### config.mk
export PLATFORM = sky130hd
export DESIGN_NAME = dds_cmd_sched
export DESIGN_NICKNAME = d
export VERILOG_FILES = /design/src/rtl/dds_cmd_sched.sv
export SDC_FILE = /design/constraint.sdc
export NUM_CORES = 1
export LEC_CHECK = 0
export BUFFER_PORTS_ARGS = -buffer_cell sky130_fd_sc_hd__buf_2
export CAP_MARGIN = 25
export CORE_ASPECT_RATIO = 1.75
export CORE_MARGIN = 2
export CORE_UTILIZATION = 52
export DETAILED_ROUTE_END_ITERATION = 8
export GPL_ROUTABILITY_DRIVEN = 0
export PLACE_DENSITY = 0.74
export SYNTH_ARGS = -nofsm -noshare
export SYNTH_HDL_FRONTEND = slang
export SYNTH_SLANG_ARGS = --single-unit
### constraint.sdc
create_clock -name clk -period 2.25 [get_ports clk]
set_clock_uncertainty 0.15 [all_clocks]
set_input_delay 0 -clock clk [delete_from_list [all_inputs] [get_ports clk]]
set_output_delay 0 -clock clk [all_outputs]
set_load 0.1 [all_outputs]
### src/rtl/dds_cmd_sched.sv
// rtl/dds_cmd_sched.sv - framed byte command parser with shadow/active DDS parameter commit
module dds_cmd_sched #(
  parameter int unsigned TIMEOUT_CYC = 100000,
  parameter logic [4:0]  DEF_WAVE    = 5'd0,
  parameter logic [7:0]  DEF_FREQ    = 8'd1,
  parameter logic [7:0]  DEF_AMP     = 8'd255,
  parameter logic [7:0]  DEF_PHASE   = 8'd0
) (
  input  logic       clk,
  input  logic       rst,
  input  logic [7:0] rx_data,
  input  logic       rx_valid,
  input  logic       sync_pulse,
  output logic [4:0] state,
  output logic [7:0] state_freq,
  output logic [7:0] state_amp,
  output logic [7:0] state_phase,
  output logic       cfg_update,
  output logic       commit_pending,
  output logic [7:0] err_cnt
);

  localparam int IW = $clog2(TIMEOUT_CYC + 1);

  typedef enum logic [2:0] {S_HUNT, S_OPC, S_VAL, S_CHK, S_EXEC} st_e;

  st_e         st_q;
  logic [7:0]  opc_q, val_q;
  logic [IW-1:0] idle_q;
  logic [4:0]  sh_wave_q, wave_q;
  logic [7:0]  sh_freq_q, sh_amp_q, sh_phase_q;
  logic [7:0]  freq_q, amp_q, phase_q;
  logic        pending_q, commit_req_q, loaded_q, cfg_update_q;
  logic [7:0]  err_q, err_d;
  logic        frame_wait, timeout, bad_chk, bad_opc, load_now;

  always_comb begin
    frame_wait = (st_q == S_OPC) || (st_q == S_VAL) || (st_q == S_CHK);
    timeout    = frame_wait && !rx_valid && (idle_q == IW'(TIMEOUT_CYC - 1));
    bad_chk    = (st_q == S_CHK) && rx_valid && (rx_data != (opc_q ^ val_q));
    bad_opc    = (st_q == S_EXEC) &&
                 !(opc_q inside {8'h01, 8'h02, 8'h03, 8'h04, 8'h10, 8'h11, 8'h20});
    err_d      = ((timeout || bad_chk || bad_opc) && (err_q != 8'hFF)) ? err_q + 8'd1 : err_q;
    // an immediate commit request and a sync-qualified deferred commit share one load path
    load_now   = commit_req_q || (sync_pulse && pending_q);
  end

  always_ff @(posedge clk) begin
    if (rst) begin
      st_q         <= S_HUNT;
      opc_q        <= 8'h00;
      val_q        <= 8'h00;
      idle_q       <= '0;
      sh_wave_q    <= DEF_WAVE;
      sh_freq_q    <= DEF_FREQ;
      sh_amp_q     <= DEF_AMP;
      sh_phase_q   <= DEF_PHASE;
      wave_q       <= DEF_WAVE;
      freq_q       <= DEF_FREQ;
      amp_q        <= DEF_AMP;
      phase_q      <= DEF_PHASE;
      pending_q    <= 1'b0;
      commit_req_q <= 1'b0;
      loaded_q     <= 1'b0;
      cfg_update_q <= 1'b0;
      err_q        <= 8'h00;
    end else begin
      err_q        <= err_d;
      commit_req_q <= 1'b0;
      loaded_q     <= 1'b0;
      cfg_update_q <= loaded_q;

      if (!frame_wait || rx_valid || timeout) idle_q <= '0;
      else                                    idle_q <= idle_q + IW'(1);

      if (load_now) begin
        wave_q    <= sh_wave_q;
        freq_q    <= sh_freq_q;
        amp_q     <= sh_amp_q;
        phase_q   <= sh_phase_q;
        pending_q <= 1'b0;
        loaded_q  <= 1'b1;
      end

      case (st_q)
        S_HUNT: if (rx_valid && rx_data == 8'hA5) st_q <= S_OPC;
        S_OPC: begin
          if (rx_valid) begin
            opc_q <= rx_data;
            st_q  <= S_VAL;
          end else if (timeout) st_q <= S_HUNT;
        end
        S_VAL: begin
          if (rx_valid) begin
            val_q <= rx_data;
            st_q  <= S_CHK;
          end else if (timeout) st_q <= S_HUNT;
        end
        S_CHK: begin
          if (rx_valid)     st_q <= bad_chk ? S_HUNT : S_EXEC;
          else if (timeout) st_q <= S_HUNT;
        end
        S_EXEC: begin
          st_q <= S_HUNT;
          // statements here follow the load above so EXEC wins on pending and defaults
          case (opc_q)
            8'h01: sh_wave_q  <= val_q[4:0];
            8'h02: sh_freq_q  <= val_q;
            8'h03: sh_amp_q   <= val_q;
            8'h04: sh_phase_q <= val_q;
            8'h10: pending_q  <= 1'b1;
            8'h11: begin
              commit_req_q <= 1'b1;
              pending_q    <= 1'b0;
            end
            8'h20: begin
              sh_wave_q  <= DEF_WAVE;
              sh_freq_q  <= DEF_FREQ;
              sh_amp_q   <= DEF_AMP;
              sh_phase_q <= DEF_PHASE;
              wave_q     <= DEF_WAVE;
              freq_q     <= DEF_FREQ;
              amp_q      <= DEF_AMP;
              phase_q    <= DEF_PHASE;
              pending_q  <= 1'b0;
              loaded_q   <= 1'b1;
            end
            default: ;
          endcase
        end
        default: st_q <= S_HUNT;
      endcase
    end
  end

  assign state          = wave_q;
  assign state_freq     = freq_q;
  assign state_amp      = amp_q;
  assign state_phase    = phase_q;
  assign cfg_update     = cfg_update_q;
  assign commit_pending = pending_q;
  assign err_cnt        = err_q;

endmodule

==> impl_metrics.csv, run 1 <==
group,metric,value,unit
status,status,"finished, violations left",
status,violations,"negative setup slack",
detailed_routing,drc_errors,0,
synth,yosys.area.top_type,"dfxtp_1",
worst_setup_path,required,2330,ps
synth,syn_inst,519,
worst_setup_path,start_kind,"flip-flop",
floorplanning,die_h,126.1,um
sta,period_needed,2355,ps
worst_setup_path,crit_arrival,2440,ps
synth,avgSynthCellArea,8.534,sq um
clock_tree,clock-sinks,106,
detailed_routing,routed_wl,11.11,mm
sta,fin_crit_sh,104.7,%
worst_setup_path,reg2reg_from,"opc_q[0]",
global_routing,grt_antenna_before_repair,0,
worst_setup_path,endpoint_kind,"flip-flop",
placed_design,dpl.hpwl,7.659,mm
clock_tree,root_buffer,"clkbuf_16",
final_layout,nets,632,
global_routing,grt_pass1_wl,18.12,mm
final_layout,n_antenna_cell,0,
final_layout,layout-drive-gt1-share,24.88,%
sta,finalSetupViolCount,7,
final_layout,area_delta_synth_final,27.97,%
clock_tree,cts.clk_slew.worst_paths,70,ps
clock_tree,insertion_delay,350,ps
synth,async_flop_share,0,%
run,cap_violations,0,
synth,syn-cell-area,4429,sq um
clock_tree,h-tree-depth,3,
global_routing,grt_overflow,0,
detailed_routing,wl_per_cell,15.05,um
detailed_routing,vias,3987,
synth,ys_seq_area_share,47.91,%
synth,synthMostInstantiatedCell,"dfxtp_1",
clock_tree,cts_buffers,9,
power_and_ir_drop,worst_ir_drop_vdd,0.0005253,V
detailed_routing,drt_iter0_drc,238,
detailed_routing,viasPerCell,5.402,
power_and_ir_drop,powerDensity,625.8,nW/um^2
synth,yosys_warnings,0,
detailed_routing,ant_nets,0,
synth,synth_top_area_share,47.91,%
worst_setup_path,worstSetupPathType,"flip-flop to flip-flop",
min_path,hold_path.class,"input port to flip-flop",
placed_design,dp_slack,-107.4,ps
clock_tree,cts.path.max_buffers,2,
sta,setup_tns,-463.1,ps
final_layout,finish.utilization,68.18,%
sta,finalMaxSlewViolations,0,
sta,relSlewSlack,60.96,%
synth,synth_area_leaders,"dfxtp_1, nand2_1, nand3_1",
worst_setup_path,crit_path_max_fanout,4,
sta,setup_ws,-105.0,ps
floorplanning,rows,44,
worst_setup_path,critPathLaunch,"opc_q[0]",
floorplanning,die_x,73.77,um
sta,fmax,424.6,MHz
global_routing,grt_pass1_vias,3903,
floorplanning,die_area,9301,sq um
sta,hold_viol_final,0,
synth,synth_seq_cells,106,
synth,synth_edf_count,0,
global_routing,grt_use_total,24.75,%
floorplanning,start_util,53.28,%
floorplanning,core_region_area,8313,sq um
synth,synthDistinctLibCells,43,
detailed_routing,drtPass1Iterations,4,
power_and_ir_drop,leakagePower,0.002297,uW
synth,synth_common_cells,"dfxtp_1, nand2_1, nand3_1",
clock_tree,cts_tree,"built",
floorplanning,io_pins,51,
sta,worst_slew_pin_slew,585.0,ps
min_path,hold_start,"sync_pulse",
synth,synth_nets,533,
placed_design,io_buffers,50,
synth,synth_flop_cell,"dfxtp_1",
global_routing,grt_max_degree,30,
sta,rsz0062_at_grt,"yes",
[worst max-delay path, cell delays in order (launching register included)]
cell and delay, ps:
dfxtp_2 330, xnor3_1 360, nand2_1 60, or4_4 550
a211oi_4 360, nor2b_2 110, mux2_4 320
[worst paths after layout]
| kind | slack, ps | cells after the start | to |
|---|---|---|---|
| setup / recovery | -110 | 6 | err_cnt[0] |
| hold / removal | 20 | 5 | state_phase[0] |
| setup reg to reg | -110 | 6 | err_cnt[0] |
| hold reg to reg | 290 | 1 | cfg_update |
[report_power, final]
part / total [uW] / leakage (uW) / internal [uW] / switching, uW
registers: 1880 / 0.000859 / 1880 / 0.139
clock network: 1580 / 0.000147 / 923 / 654
logic: 94.2 / 0.00129 / 40.2 / 53.9
[timing repair]
action,in CTS,in global routing
gates cloned,0,1
pin swaps,2,9
hold buffers,11,0
hold endpoints to repair,19,0
resized for setup,12,18
setup endpoints to repair,14,38
buffers inserted,1,0
[logic make-up (layout without fill, tap and decap cells)]
| logic type | Yosys count | after routing | synth area share, % |
|---|---|---|---|
| AOI/OAI and AO/OA | 70 | 70 | 8.814 |
| adders and majority gates | 2 | 2 | 0.5649 |
| buffers and inverters | 31 | 135 | 2.825 |
| xor gates and xnor gates | 27 | 27 | 7.203 |
| and+or+nand+nor | 265 | 265 | 28.47 |
| muxes | 18 | 18 | 4.209 |
| DFF | 106 | 106 | 47.91 |
[state kept, by name (all words and copies together) (netlist names), 8 cells and up]
| register | cells |
|---|---|
| opc_q | 8 |
| sh_amp_q | 8 |
| val_q | 8 |
| err_cnt | 8 |
| sh_freq_q | 8 |
| idle_q | 17 |
| sh_phase_q | 8 |
| state_freq | 8 |
| state_amp | 8 |
| state_phase | 8 |
[stage by stage]
stage	std cells	hold WS [ps]	total power (uW)	area, sq um
finish	738	24.65	3547	5668
global route	738	56.14	3637	5668
CTS	737	25.03	3554	5592
detailed placement	709	144.1	1996	5136
global placement	709	132.5	1993	5136
floorplan	519	-21.55	1960	4442
[metal layers]
layer / track usage, % / routed length (um) / vias to the layer above
li1: - / - / 1979
met1: 27.22 / 4362 / 1885
met2: 43.91 / 5997 / 94
met3: 5.200 / 397 / 29
met4: 11.23 / 351 / 0
met5: 0 / 0 / -
[cell usage in the layout (no fill, tap or decap), drive strengths merged, types with 7 or more instances in the layout]
cell type    instances
mux2i               16
or3                  9
dfxtp              106
nor3                12
nand4                7
xnor2               10
clkbuf              14
nand2              100
dlygate4sd3         11
o21ai                7
xor2                11
a21oi               54
nand3               62
buf                105
nor2                39
[final cells by class]
| class | count | area, sq um |
|---|---|---|
| Clock inverter | 2 | 35.03 |
| Clock buffer | 14 | 264.0 |
| Tap cell | 115 | 143.9 |
| Fill cell | 650 | 2645 |
| Multi-Input combinational cell | 382 | 2281 |
| Timing Repair Buffer | 116 | 798.3 |
| Inverter | 3 | 11.26 |
| Sequential cell | 106 | 2135 |
No activity file was read; power rests on OpenSTA's default activity.
==> inputs of run 2 (changes only) <==
--- a/config.mk
+++ b/config.mk
@@ -7,7 +7,7 @@
 export LEC_CHECK = 0
 export BUFFER_PORTS_ARGS = -buffer_cell sky130_fd_sc_hd__buf_2
 export CAP_MARGIN = 25
-export CORE_ASPECT_RATIO = 1.75
+export CORE_ASPECT_RATIO = 1.5
 export CORE_MARGIN = 2
 export CORE_UTILIZATION = 52
 export DETAILED_ROUTE_END_ITERATION = 8
==> run 2 against run 1 <==
  * The run still ends with negative setup slack left
  * Combinational power shrank 1%
  * Clock power grew 14%
  * Sequential cell count is the same
  * Core utilization shrank 0.20 points
  * Final cell count shrank 1.2%
  * Sequential share of layout area shrank 0.086 points
  * Die area shrank 0.15%
  * Worst hold slack gained 120 ps
  * Non-clock buffer count is the same
  * Total power grew 6.1%
  * Fmax grew 2.8%
==> impl_metrics.csv, run 2 (synthesis results as in run 1) <==
group,metric,value,unit
power_and_ir_drop,worst_ir_drop_vdd,0.0005346,V
global_routing,grt_max_degree,31,
sta,setup_ws,-40.90,ps
final_layout,n_fill_cell,684,
clock_tree,cts_tree,"built",
worst_setup_path,max_stage_delay,560,ps
worst_setup_path,crit_chain,"xnor3_1 -> nand2_1 -> or4_4 -> a211oi_4 -> buf_6 -> buf_12 -> or3_1 -> a21oi_1",
floorplanning,io_pins,51,
detailed_routing,drtPass1Iterations,4,
detailed_routing,wl_met3,353,um
detailed_routing,wl_met1,4.327,mm
detailed_routing,routed_wl,10.68,mm
worst_setup_path,reg2reg_from,"opc_q[0]",
detailed_routing,ant_nets,0,
sta,finalMaxSlewViolations,0,
final_layout,area_delta_synth_final,28.33,%
sta,finalSetupViolCount,6,
placed_design,dpl.hpwl,7.520,mm
sta,hold_viol_final,0,
sta,whs,141.9,ps
clock_tree,cts_buffers,9,
clock_tree,cts.path.max_buffers,2,
sta,fmax,436.5,MHz
worst_setup_path,start_kind,"flip-flop",
detailed_routing,drt_iter0_drc,171,
final_layout,finish.utilization,67.98,%
floorplanning,die_x,79.36,um
power_and_ir_drop,leakagePower,0.002312,uW
detailed_routing,top_layer_used,"met4",
detailed_routing,viasPerCell,5.395,
clock_tree,root_buffer,"clkbuf_16",
worst_setup_path,critPathLaunch,"opc_q[0]",
worst_setup_path,reg2reg_depth,8,
final_layout,seq_area,2136,sq um
global_routing,grt_antenna_before_repair,0,
global_routing,grt_pass1_vias,3861,
worst_setup_path,endpoint_kind,"flip-flop",
worst_setup_path,timing.rr.end,"err_cnt[4]",
min_path,hold_start,"rx_valid",
status,violations,"negative setup slack",
final_layout,n_antenna_cell,0,
floorplanning,rows,41,
clock_tree,h-tree-depth,3,
floorplanning,start_util,52.97,%
clock_tree,clock-sinks,106,
sta,relSlewSlack,61.02,%
detailed_routing,drc_errors,0,
final_layout,layout-drive-gt1-share,24.60,%
floorplanning,core_region_area,8362,sq um
worst_setup_path,reg2reg_slack,-40,ps
global_routing,grt_use_total,24.60,%
placed_design,io_buffers,50,
clock_tree,cts.clk_slew.worst_paths,70,ps
global_routing,grt_pass1_wl,17.91,mm
final_layout,final_cell_mix,"nand2_1, dfxtp_1, nand3_1",
sta,fin_crit_sh,101.8,%
worst_setup_path,worstSetupPathType,"flip-flop to flip-flop",
worst_setup_path,crit_path_max_fanout,6,
worst_setup_path,crit_arrival,2370,ps
min_path,hold_path.class,"input port to flip-flop",
power_and_ir_drop,powerDensity,662.2,nW/um^2
sta,worst_slew_pin_slew,584.6,ps
global_routing,grt_overflow,0,
detailed_routing,vias,3933,
clock_tree,insertion_delay,350,ps
floorplanning,die_area,9287,sq um
sta,rsz0062_at_grt,"yes",
min_path,min_path_cells,5,
status,status,"finished, violations left",
final_layout,nets,632,
final_layout,final_common_cell,"nand2_1",
run,cap_violations,0,
final_layout,largest_reg_flops,17,
floorplanning,die_h,117.0,um
final_layout,regMostFlops,"idle_q",
detailed_routing,met2_length,5.563,mm
worst_setup_path,cp-endpoint,"err_cnt[4]",
worst_setup_path,slowest_stage,"or4_4",
detailed_routing,wl_per_cell,14.66,um
worst_setup_path,required,2330,ps
sta,period_needed,2291,ps
final_layout,multi_input_area,2268,sq um
run 2: power breakdown:
part	internal, uW	switching (uW)	total [uW]	leakage, uW
Combinational	41.1	52.1	93.2	0.00129
Sequential	1870	0.155	1880	0.000860
Clock	1120	680	1800	0.000166
run 2: worst max-delay path, delay by kind of cell (launching register included):
kind,cells,cell delay [ps]
AND/OR/NAND/NOR,3,700
XOR/XNOR,1,360
AO/OA/AOI/OAI,2,360
flip-flops,1,330
buffers and inverters,2,270
run 2: worst min path at each step:
stage | end
after floorplan | opc_q[1]
after global placement | opc_q[7]
after detailed placement | opc_q[2]
after CTS | val_q[0]
after global routing | st_q[0]
final | st_q[0]
run 2: what timing repair did:
action	4_1_cts	5_1_grt
pin swaps	4	11
gates resized for setup	9	17
hold endpoints to repair	19	16
endpoints found under the setup margin	27	40
setup buffers	0	5
hold buffers	10	1
run 2: routing by layer:
metal | GRT usage (%) | vias up
met5 | 0 | -
met2 | 44.01 | 92
met4 | 14.60 | 0
li1 | - | 1983
met3 | 3.528 | 27
met1 | 27.65 | 1831
run 2: final cells by class:
class	instances	share of cell area (%)
Multi-Input combinational cell	382	39.91
Sequential cell	106	37.57
Inverter	3	0.1981
Tap cell	107	2.355
Timing Repair Buffer	116	13.96
Clock inverter	4	1.739
Clock buffer	11	4.270
run 2: metrics by stage:
step	setup TNS, ps	setup WS (ps)	std cells	total power, uW	cell area [sq um]
floorplan	-35.01	-35.01	519	1960	4442
global placement	-24.52	-24.52	698	1994	5091
detailed placement	-276.2	-82.55	698	1996	5091
CTS	-69.71	-36.07	723	3783	5563
global route	-726.3	-115.5	729	3866	5684
finish	-167.6	-40.90	729	3764	5684
